[config.mk]
export PLATFORM = sky130hd
export DESIGN_NAME = debug_reg_dump_flat
export DESIGN_NICKNAME = d
export VERILOG_FILES = /design/src/rtl/debug_reg_dump_if.sv /design/src/rtl/debug_reg_dump.sv /design/src/flat_wrapper.sv
export SDC_FILE = /design/constraint.sdc
export NUM_CORES = 1
export LEC_CHECK = 0
export BUFFER_PORTS_ARGS = -buffer_cell sky130_fd_sc_hd__buf_2
export CAP_MARGIN = 20
export CELL_PAD_IN_SITES_DETAIL_PLACEMENT = 1
export CELL_PAD_IN_SITES_GLOBAL_PLACEMENT = 2
export CORE_MARGIN = 2
export CORE_UTILIZATION = 31
export DETAILED_ROUTE_END_ITERATION = 8
export GPL_TIMING_DRIVEN = 0
export PLACE_DENSITY = 0.73
export SYNTH_ARGS = -nofsm -noshare
export SYNTH_HDL_FRONTEND = slang
export SYNTH_SLANG_ARGS = --single-unit
[constraint.sdc]
create_clock -name i_clk -period 4.5 [get_ports i_clk]
set_clock_uncertainty 0.2 [all_clocks]
set_input_delay 0.45 -clock i_clk [delete_from_list [all_inputs] [get_ports i_clk]]
set_output_delay 0.45 -clock i_clk [all_outputs]
set_load 0.05 [all_outputs]
[src/rtl/debug_reg_dump_if.sv]
// Bundle between the debug dumper, the register bank debug read port and the UART TX.
// master = dumper side, slave = bank/UART side.
interface debug_reg_dump_if #(
  parameter int BITS_SIZE = 32,
  parameter int BITS_REGS = 5,
  parameter int BITS_BYTE = 8
);
  logic                 i_start;
  logic [BITS_SIZE-1:0] i_reg_data;
  logic                 i_tx_done;
  logic [BITS_REGS-1:0] o_addr_reg_unitdebug;
  logic                 o_tx_start;
  logic [BITS_BYTE-1:0] o_tx_data;
  logic                 o_busy;
  logic                 o_done;

  modport master (
    input  i_start, i_reg_data, i_tx_done,
    output o_addr_reg_unitdebug, o_tx_start, o_tx_data, o_busy, o_done
  );

  modport slave (
    output i_start, i_reg_data, i_tx_done,
    input  o_addr_reg_unitdebug, o_tx_start, o_tx_data, o_busy, o_done
  );
endinterface

[src/rtl/debug_reg_dump.sv]
// Walks the register bank debug port and streams every word to the UART TX,
// least significant byte first, one byte per tx_start/tx_done handshake.
module debug_reg_dump #(
  parameter int BITS_SIZE = 32,
  parameter int BITS_REGS = 5,
  parameter int REG_SIZE  = 32,
  parameter int BITS_BYTE = 8
) (
  input  logic             i_clk,
  input  logic             i_reset,
  debug_reg_dump_if.master bus
);
  localparam int BYTES = BITS_SIZE / BITS_BYTE;
  localparam int BCW   = (BYTES > 1) ? $clog2(BYTES) : 1;
  localparam logic [BCW-1:0]       LAST_BYTE = BCW'(BYTES - 1);
  localparam logic [BCW-1:0]       BYTE_ONE  = BCW'(1);
  localparam logic [BITS_REGS-1:0] LAST_ADDR = BITS_REGS'(REG_SIZE - 1);
  localparam logic [BITS_REGS-1:0] ADDR_ONE  = BITS_REGS'(1);

  typedef enum logic [2:0] {IDLE, LATCH, SEND, WAIT, DONE} state_t;

  state_t                          state, state_d;
  logic [BITS_REGS-1:0]            addr, addr_d;
  logic [BCW-1:0]                  byte_cnt, byte_cnt_d;
  logic [BYTES-1:0][BITS_BYTE-1:0] latch_q, latch_d;
  logic [BYTES-1:0][BITS_BYTE-1:0] reg_bytes;
  logic                            tx_start, tx_start_d;
  logic [BITS_BYTE-1:0]            tx_data, tx_data_d;
  logic                            busy, busy_d;
  logic                            done, done_d;

  assign reg_bytes = bus.i_reg_data;

  // Outputs are computed for the state being entered and registered with it,
  // so tx_start is high exactly while SEND is the current state and done
  // exactly while DONE is.
  always_comb begin
    state_d    = state;
    addr_d     = addr;
    byte_cnt_d = byte_cnt;
    latch_d    = latch_q;
    tx_start_d = 1'b0;
    tx_data_d  = tx_data;
    done_d     = 1'b0;

    case (state)
      IDLE: begin
        if (bus.i_start) begin
          addr_d     = '0;
          byte_cnt_d = '0;
          state_d    = LATCH;
        end
      end
      LATCH: begin
        // Address has been on the port since the previous edge; read is settled.
        latch_d    = reg_bytes;
        tx_start_d = 1'b1;
        tx_data_d  = reg_bytes[byte_cnt];
        state_d    = SEND;
      end
      SEND: begin
        state_d = WAIT;
      end
      WAIT: begin
        if (bus.i_tx_done) begin
          if (byte_cnt != LAST_BYTE) begin
            byte_cnt_d = byte_cnt + BYTE_ONE;
            tx_start_d = 1'b1;
            tx_data_d  = latch_q[byte_cnt + BYTE_ONE];
            state_d    = SEND;
          end else if (addr != LAST_ADDR) begin
            addr_d     = addr + ADDR_ONE;
            byte_cnt_d = '0;
            state_d    = LATCH;
          end else begin
            done_d  = 1'b1;
            state_d = DONE;
          end
        end
      end
      DONE: begin
        addr_d  = '0;
        state_d = IDLE;
      end
      default: begin
        state_d = IDLE;
      end
    endcase

    busy_d = (state_d != IDLE);
  end

  always_ff @(posedge i_clk) begin
    if (!i_reset) begin
      state    <= IDLE;
      addr     <= '0;
      byte_cnt <= '0;
      latch_q  <= '0;
      tx_start <= 1'b0;
      tx_data  <= '0;
      busy     <= 1'b0;
      done     <= 1'b0;
    end else begin
      state    <= state_d;
      addr     <= addr_d;
      byte_cnt <= byte_cnt_d;
      latch_q  <= latch_d;
      tx_start <= tx_start_d;
      tx_data  <= tx_data_d;
      busy     <= busy_d;
      done     <= done_d;
    end
  end

  assign bus.o_addr_reg_unitdebug = addr;
  assign bus.o_tx_start           = tx_start;
  assign bus.o_tx_data            = tx_data;
  assign bus.o_busy               = busy;
  assign bus.o_done               = done;
endmodule

[src/flat_wrapper.sv]
// flat-port wrapper written by rule: the top's interface ports become plain ports
module debug_reg_dump_flat 
#(
  parameter int BITS_SIZE = 32,
  parameter int BITS_REGS = 5,
  parameter int REG_SIZE  = 32,
  parameter int BITS_BYTE = 8
)
  (i_clk, i_reset, bus_i_start, bus_i_reg_data, bus_i_tx_done, bus_o_addr_reg_unitdebug, bus_o_tx_start, bus_o_tx_data, bus_o_busy, bus_o_done);
  debug_reg_dump_if #(.BITS_SIZE(BITS_SIZE), .BITS_REGS(BITS_REGS), .BITS_BYTE(BITS_BYTE)) bus_i ();
  input  logic i_clk;
  input  logic i_reset;
  input wire logic [$bits(bus_i.i_start)-1:0] bus_i_start;
  input wire logic [$bits(bus_i.i_reg_data)-1:0] bus_i_reg_data;
  input wire logic [$bits(bus_i.i_tx_done)-1:0] bus_i_tx_done;
  output wire logic [$bits(bus_i.o_addr_reg_unitdebug)-1:0] bus_o_addr_reg_unitdebug;
  output wire logic [$bits(bus_i.o_tx_start)-1:0] bus_o_tx_start;
  output wire logic [$bits(bus_i.o_tx_data)-1:0] bus_o_tx_data;
  output wire logic [$bits(bus_i.o_busy)-1:0] bus_o_busy;
  output wire logic [$bits(bus_i.o_done)-1:0] bus_o_done;
  assign bus_i.i_start = bus_i_start;
  assign bus_i.i_reg_data = bus_i_reg_data;
  assign bus_i.i_tx_done = bus_i_tx_done;
  assign bus_o_addr_reg_unitdebug = bus_i.o_addr_reg_unitdebug;
  assign bus_o_tx_start = bus_i.o_tx_start;
  assign bus_o_tx_data = bus_i.o_tx_data;
  assign bus_o_busy = bus_i.o_busy;
  assign bus_o_done = bus_i.o_done;
  debug_reg_dump #(.BITS_SIZE(BITS_SIZE), .BITS_REGS(BITS_REGS), .REG_SIZE(REG_SIZE), .BITS_BYTE(BITS_BYTE)) u_core (.i_clk(i_clk), .i_reset(i_reset), .bus(bus_i));
endmodule
==> results_dict.tcl, run 1 <==
set metrics [dict create \
    outcome "finished clean" \
    cts.sinks 53 \
    min_path_type "input port to register" \
    tns_ps 0 \
    grt_remaining_overflow 0 \
    synth_compound_area_share_pct 12.3 \
    r2r_cells 5 \
    slowest_stage "mux4_2" \
    min_period_ps 2510 \
    r2r-start "u_core.byte_cnt[1]" \
    worstSetupPathType "register to register" \
    finalWeightedCongestion 0.758 \
    rsz0062_at_grt "no" \
    grt_max_degree 18 \
    crit_path_end "u_core.bus.o_tx_data[2]" \
    synth_nets 307 \
    leakage_nw 1.19 \
    cp.required_ps 4510 \
    fin_nets 365 \
    via_count 2160 \
    power_density_mw_per_mm2 339 \
    synth_xor_area_share_pct 0 \
    max_clock_freq_ghz 0.398 \
    hold_buffers 0 \
    drt_iter0_drc 54 \
    grt_pass1_vias 2221 \
    final_cell_mix "79 x nand2_1, 58 x buf_2, 53 x dfxtp_1, 37 x a21oi_1, 16 x mux4_2" \
    drtPass1Iterations 4 \
    synthDistinctLibCells 40 \
    cts-root-buf "clkbuf_8" \
    drc_errors 0 \
    synth_edf_count 0 \
    numCtsBuffers 5 \
    cts_tree "built" \
    die_w_um 92.9 \
    wl_mm 7.38 \
    io_buffers 51 \
    slew_headroom_pct 46.2 \
    drv_cap 0 \
    tightest_slew_ps 802 \
    core_area_mm2 0.00769 \
    clock_latency_ps 320 \
    slew_violations 0 \
    peakVddDrop_mv 0.135 \
    ys_seq_area_share_pct 43.3 \
    setup_viol 0 \
    cts_resized 0 \
    cts_buffer_depth 2 \
    reg2reg_slack_ps 1990 \
    antenna_cells 0 \
    synthAdderAreaFrac_pct 1.53 \
    clk_pin_slew_ps 110 \
    synth_warnings 0 \
    whs_ps 169 \
    die_y_um 92.9 \
    grt_first_pass_wirelength_mm 12.0 \
    avgSynthCellArea_um2 9.14 \
    synth.area.mux_share_pct 15.1 \
    synthArstFlopShare_pct 0 \
    htreeDepth 2 \
    avgRoutedWirePerCell_um 17.2 \
    synth_top_family_by_area "simple AND/OR/NAND/NOR gates" \
    track_usage_pct 18.4 \
    dp_hpwl_mm 5.31 \
    end_kind "register" \
    row_count 32 \
    die-area_mm2 0.00863 \
    top_level_ports 52 \
    vias_per_cell 5.03 \
    area_delta_synth_final_pct 20.2 \
    cp.arrival_ps 2530 \
    initial_core_util_pct 31.9 \
    layout-drive-gt1-share_pct 28.4 \
    startpoint "u_core.byte_cnt[1]" \
    cts_setup_buffers 0 \
    finalHoldViolCount 0 \
    synth_ff_type "dfxtp_1" \
    fin_util_pct 38.3 \
    antenna_found_initial 0 \
    ys_seq_elements 53 \
    syn-instance-count 268 \
    path_max_fanout 9 \
    critical_path.cell_chain "ha_1 > clkbuf_1 > mux4_2 > a22oi_1 > nand2_1" \
    post-route-period-util_pct 55.9 \
    reg2reg_to "u_core.bus.o_tx_data[2]" \
    final_common_cell "nand2_1" \
    ant_nets 0 \
    synth_area_mm2 0.00245 \
    slowest_delay_ps 590 \
    synth_simple_gate_area_share_pct 23.1 \
    start_kind "register" \
]
[sequential cells by signal, summed over array words and instances, names as in the netlist]
name and count:
u_core.bus.o_tx_data 8, u_core.state 3, u_core.bus.o_done 1, u_core.bus.o_busy 1
u_core.latch_q 32, u_core.bus.o_tx_start 1, u_core.bus.o_addr_reg_unitdebug 5, u_core.byte_cnt 2
[final cells by class]
type,instances,area [µm²]
Buffer,18,103
Clock buffer,5,68.8
Clock inverter,3,43.8
Fill cell,969,4740
Inverter,3,11.3
Multi-Input combinational cell,194,1270
Sequential cell,53,1060
Tap cell,102,128
Timing Repair Buffer,51,255
[worst max-delay path, delay by kind of cell, from the launching register on]
kind | cells | cell delay [ps]
adders and majority gates | 1 | 260
DFF | 1 | 340
and+or+nand+nor | 1 | 90
AOI/OAI and AO/OA | 1 | 350
muxes | 1 | 590
buffers and inverters | 1 | 580
[worst min path at each step]
| stage | to | startpoint | cells past startpoint | slack (ps) |
|---|---|---|---|---|
| 2_1_floorplan | u_core.latch_q[16] | u_core.latch_q[16] | 2 | 230 |
| 3_3_place_gp | u_core.bus.o_tx_data[5] | u_core.bus.o_tx_data[5] | 2 | 240 |
| 3_5_place_dp | u_core.bus.o_tx_data[3] | u_core.bus.o_tx_data[3] | 2 | 240 |
| 4_1_cts | u_core.latch_q[17] | bus_i_reg_data[17] | 3 | 160 |
| 5_1_grt | u_core.latch_q[17] | bus_i_reg_data[17] | 3 | 150 |
| 6_report | u_core.latch_q[17] | bus_i_reg_data[17] | 3 | 170 |
[metal layers]
metal | up-vias | GRT usage (%) | routed length (µm)
li1 | 1054 | - | -
met1 | 1062 | 24.8 | 3500
met2 | 38 | 30.6 | 3570
met3 | 6 | 3.17 | 226
met4 | 0 | 4.78 | 85
met5 | - | 0 | 0
[synth_stat cells (all sizes together), types with 3 or more instances]
| cell type | n | area [µm²] |
|---|---|---|
| nor2 | 9 | 41.3 |
| buf | 9 | 50.0 |
| a22oi | 9 | 67.6 |
| nand2b | 3 | 18.8 |
| a21oi | 37 | 185 |
| inv | 3 | 11.3 |
| nand2 | 79 | 297 |
| nand3 | 11 | 60.1 |
| dfxtp | 53 | 1060 |
| clkbuf | 8 | 40.0 |
| mux4 | 16 | 360 |
| ha | 3 | 37.5 |
| and2 | 3 | 18.8 |
[through the flow]
stage	instance area [µm²]	power (mW)	std cells	worst slack [ps]
CTS	2940	1.01	429	2010
floorplan	2450	0.614	268	2100
finish	2940	0.998	429	1990
global placement	2830	0.670	421	2030
detailed placement	2830	0.672	421	2030
global route	2940	1.05	429	1850
[cells by family (layout without fill, tap and decap cells)]
| family | Yosys count | in the layout |
|---|---|---|
| fa+ha+maj | 3 | 3 |
| mux | 17 | 17 |
| compound gates | 52 | 52 |
| flops | 53 | 53 |
| buf+inv | 21 | 80 |
| simple gates | 122 | 122 |
[power breakdown]
part           internal [mW]  switching [mW]  total, mW
Clock                  0.167           0.171      0.339
Sequential             0.494          0.0138      0.508
Combinational         0.0557          0.0964      0.152
Total                  0.717           0.282      0.998
No activity file was read; power rests on OpenSTA's default activity.
==> run 2, diff against run 1 <==
clock period = 2.6 ns   (was 4.5 ns; I/O delays follow)
==> run 2 against run 1 <==
  * Clock-buffer cell count did not move
  * Worst hold slack got worse by 160 ps
  * Register-to-register slack got worse by 1800 ps
  * Wire length rose by 3.3%
  * Utilization rose by 3.5 points
  * Largest cell class unchanged
  * Largest power group unchanged
==> results_dict.tcl, run 2 (same netlist as run 1, synthesis figures left out) <==
set metrics [dict create \
    path_max_fanout 5 \
    grt_remaining_overflow 0 \
    numCtsBuffers 5 \
    cts_setup_buffers 0 \
    r2r-start "u_core.bus.o_addr_reg_unitdebug[0]" \
    cp.required_ps 2630 \
    drc_errors 0 \
    cts_resized 0 \
    max_clock_freq_ghz 0.421 \
    htreeDepth 2 \
    min_period_ps 2370 \
    ant_nets 0 \
    grt_max_degree 18 \
    drtPass1Iterations 4 \
    dp.cells 421 \
    initial_core_util_pct 31.9 \
    antenna_found_initial 0 \
    layout-drive-gt1-share_pct 26.3 \
    cts_tree "built" \
    die_w_um 92.9 \
    reg2reg_slack_ps 230 \
    row_count 32 \
    grt_pass1_vias 2361 \
    leakage_nw 1.30 \
    clk_pin_slew_ps 100 \
    setup_viol 0 \
    rsz0062_at_grt "no" \
    outcome "finished clean" \
    top_level_ports 52 \
    drt_iter0_drc 68 \
    fillers 966 \
    core_area_mm2 0.00769 \
    min_from "bus_i_reg_data[26]" \
    crit_path_end "u_core.bus.o_addr_reg_unitdebug[2]" \
    slew_headroom_pct 45.5 \
    power_density_mw_per_mm2 547 \
    antenna_cells 0 \
    cts_buffer_depth 2 \
    reg2reg_to "u_core.bus.o_addr_reg_unitdebug[2]" \
    fin_util_pct 41.8 \
    post-route-period-util_pct 91.3 \
    via_count 2276 \
    cts.sinks 53 \
    die_y_um 92.9 \
    tns_ps 0 \
    final_common_cell "nand2_1" \
    worstSetupPathType "register to register" \
    vias_per_cell 5.00 \
    cp.arrival_ps 2410 \
    peakVddDrop_mv 0.234 \
    end_kind "register" \
    area_delta_synth_final_pct 31.1 \
    start_kind "register" \
    startpoint "u_core.bus.o_addr_reg_unitdebug[0]" \
    dp_hpwl_mm 5.31 \
    clock_latency_ps 320 \
    whs_ps 4.28 \
    r2r_cells 7 \
    slew_violations 0 \
    io_buffers 51 \
    largest_reg_flops 32 \
    final_cell_mix "79 x nand2_1, 58 x buf_2, 53 x dfxtp_1, 37 x a21oi_1, 27 x dlygate4sd3_1" \
    grt_first_pass_wirelength_mm 12.5 \
    min_path_type "input port to register" \
    track_usage_pct 19.1 \
    avgRoutedWirePerCell_um 16.7 \
    p_total_mw 1.76 \
    instances_no_fill 455 \
    wl_mm 7.62 \
    drv_cap 0 \
    finalWeightedCongestion 0.758 \
    fin_nets 391 \
    cts-root-buf "clkbuf_8" \
    finalHoldViolCount 0 \
    top_register "u_core.latch_q" \
    die-area_mm2 0.00863 \
    tightest_slew_ps 818 \
]
==> run 2: cell types whose count changed in the layout (fill, tap and decap cells not counted) <==
cell	change
clkbuf_1	-1
dlygate4sd3_1	+27
==> run 2: critical path: stages (launching register included) <==
cell and delay, ps:
dfxtp_1 360, ha_1 230, and3_1 180, ha_1 230
nand2b_1 210, or3_1 360, or3b_1 380, a21oi_1 150
==> run 2: power breakdown <==
| group | leakage [nW] | internal (mW) | switching (mW) | total, mW |
|---|---|---|---|---|
| Clock | 0.0585 | 0.289 | 0.294 | 0.583 |
| Combinational | 0.809 | 0.123 | 0.172 | 0.295 |
| Sequential | 0.432 | 0.855 | 0.0242 | 0.879 |
| Total | 1.30 | 1.27 | 0.490 | 1.76 |
==> run 2: cell type report <==
type / instances / area, µm² / share of cell area, %
Multi-Input combinational cell: 194 / 1270 / 39.7
Sequential cell: 53 / 1060 / 33.0
Timing Repair Buffer: 78 / 526 / 16.4
Tap cell: 102 / 128 / 3.98
Buffer: 17 / 98.8 / 3.08
Clock buffer: 5 / 68.8 / 2.14
Clock inverter: 3 / 43.8 / 1.36
Inverter: 3 / 11.3 / 0.351
==> run 2: worst min-delay path by stage <==
stage	endpoint	slack, ps	cells past startpoint
floorplan	u_core.latch_q[10]	190	2
global placement	u_core.bus.o_tx_data[5]	240	2
detailed placement	u_core.bus.o_tx_data[3]	240	2
CTS	u_core.latch_q[29]	2	3
global route	u_core.latch_q[26]	4	3
finish	u_core.latch_q[26]	4	3
==> run 2: metrics by stage <==
step | setup slack (ps) | cell area, µm²
final | 225 | 3210
after floorplan | 201 | 2450
after detailed placement | 128 | 2830
after global placement | 127 | 2830
after CTS | 112 | 3210
after global routing | 72.6 | 3210
==> run 2: what timing repair did <==
| action | CTS | global route |
|---|---|---|
| endpoints found under the hold margin | 27 | 0 |
| hold buffers | 27 | 0 |
| endpoints found under the setup margin | 0 | 4 |
==> run 2: metal layers <==
metal | GRT usage (%) | vias up | wire (µm)
met3 | 3.09 | 6 | 243
li1 | - | 1110 | -
met1 | 25.2 | 1119 | 3560
met5 | 0 | - | 0
met4 | 5.15 | 0 | 84
met2 | 32.5 | 41 | 3730
==> run 3, diff against run 2 <==
clock period = 2.65 ns   (was 2.6 ns; I/O delays follow)
==> run 3 against run 2 <==
  * Wire length increased by 0.28%
  * Clock-buffer cell count stayed put
  * Worst setup slack better by 52 ps
  * Critical path type unchanged
  * Non-clock buffer count fell by 4
  * Largest power group unchanged
  * Via count down 0.13%
  * Worst hold slack barely moved
  * Critical endpoint unchanged
  * Sequential share of layout area is 0.42 points higher
  * Fmax is essentially flat
  * Global-route usage hardly changed
  * Largest cell class unchanged
  * Final area shrank 1.2%
  * Register-to-register slack improved by 50 ps
  * Clock power is 2% lower
==> results_dict.tcl, run 3 (same netlist as run 1, synthesis figures left out) <==
set metrics [dict create \
    rsz0062_at_grt "no" \
    max_clock_freq_ghz 0.421 \
    cts-root-buf "clkbuf_8" \
    top_level_ports 52 \
    slew_violations 0 \
    path_max_fanout 5 \
    top_register "u_core.latch_q" \
    vias_per_cell 5.04 \
    grt_pass1_vias 2342 \
    cts_buffer_depth 2 \
    antenna_cells 0 \
    post-route-period-util_pct 89.5 \
    cp.required_ps 2680 \
    final_cell_mix "79 x nand2_1, 58 x buf_2, 53 x dfxtp_1, 37 x a21oi_1, 23 x dlygate4sd3_1" \
    p_total_mw 1.72 \
    r2r_cells 7 \
    final_common_cell "nand2_1" \
    cp.arrival_ps 2410 \
    slew_headroom_pct 46.1 \
    finalWeightedCongestion 0.758 \
    end_kind "register" \
    dp_hpwl_mm 5.31 \
    io_buffers 51 \
    min_period_ps 2370 \
    fin_util_pct 41.2 \
    track_usage_pct 19.1 \
    finalHoldViolCount 0 \
    grt_max_degree 18 \
    drv_cap 0 \
    largest_reg_flops 32 \
    avgRoutedWirePerCell_um 16.9 \
    clk_pin_slew_ps 100 \
    core_area_mm2 0.00769 \
    drc_errors 0 \
    antenna_found_initial 0 \
    via_count 2273 \
    fillers 964 \
    grt_remaining_overflow 0 \
    min_path_type "input port to register" \
    start_kind "register" \
    die-area_mm2 0.00863 \
    grt_first_pass_wirelength_mm 12.5 \
    setup_viol 0 \
    drtPass1Iterations 4 \
    outcome "finished clean" \
    cts_resized 0 \
    area_delta_synth_final_pct 29.5 \
    worstHoldPathCells 3 \
    clock_latency_ps 320 \
    numCtsBuffers 5 \
    peakVddDrop_mv 0.229 \
    wl_mm 7.64 \
    die_w_um 92.9 \
    power_density_mw_per_mm2 542 \
    tightest_slew_ps 803 \
    layout-drive-gt1-share_pct 26.6 \
    cts.sinks 53 \
    worstSetupPathType "register to register" \
    drt_iter0_drc 61 \
    htreeDepth 2 \
    initial_core_util_pct 31.9 \
    ant_nets 0 \
    cts_tree "built" \
    die_y_um 92.9 \
    leakage_nw 1.28 \
    tns_ps 0 \
    row_count 32 \
    fin_nets 387 \
    cts_setup_buffers 0 \
]
## run 3: worst max-delay path, cell delays in order, from the launching register on
cell and delay [ps]:
dfxtp_1 360, ha_1 230, and3_1 180, ha_1 230, nand2b_1 210, or3_1 350
or3b_1 380, a21oi_1 150
## run 3: report_power, final
part           total [mW]  switching [mW]  internal [mW]
Combinational       0.285           0.168          0.117
Clock               0.571           0.287          0.284
Sequential          0.862          0.0236          0.838
Total                1.72           0.479           1.24
## run 3: stage by stage
| stage | setup WS, ps | cell area, µm² | hold WS (ps) | cells |
|---|---|---|---|---|
| CTS | 162 | 3160 | 0.0634 | 451 |
| finish | 277 | 3170 | 4.29 | 451 |
| detailed placement | 178 | 2830 | 244 | 421 |
| global route | 123 | 3170 | 8.99 | 451 |
| floorplan | 251 | 2450 | 198 | 268 |
| global placement | 177 | 2830 | 236 | 421 |
## run 3: cell type report
cell class / count / area [µm²] / share of cell area, %
multi-input cells: 194 / 1270 / 40.2
inverters: 3 / 11.3 / 0.355
clock buffers: 5 / 68.8 / 2.17
well taps: 102 / 128 / 4.03
flip-flops and latches: 53 / 1060 / 33.5
repair buffers: 74 / 485 / 15.3
plain buffers: 17 / 98.8 / 3.12
clock inverters: 3 / 43.8 / 1.38
## run 3: final timing paths
kind	startpoint	end	slack, ps
worst max-delay path	u_core.bus.o_addr_reg_unitdebug[0]	u_core.bus.o_addr_reg_unitdebug[2]	280
worst min register to register	u_core.bus.o_tx_data[5]	u_core.bus.o_tx_data[5]	260
worst max register to register	u_core.bus.o_addr_reg_unitdebug[0]	u_core.bus.o_addr_reg_unitdebug[2]	280
worst min-delay path	bus_i_reg_data[10]	u_core.latch_q[10]	4
## run 3: what timing repair did
item	4_1_cts	5_1_grt
setup endpoints to repair	0	1
hold endpoints to repair	22	1
hold buffers	22	1
## run 3: layer usage
metal | routed length (µm) | track usage [%] | up-vias
li1 | - | - | 1103
met1 | 3520 | 24.9 | 1120
met2 | 3790 | 33.0 | 44
met3 | 244 | 3.09 | 6
met4 | 82 | 4.78 | 0
met5 | 0 | 0 | -
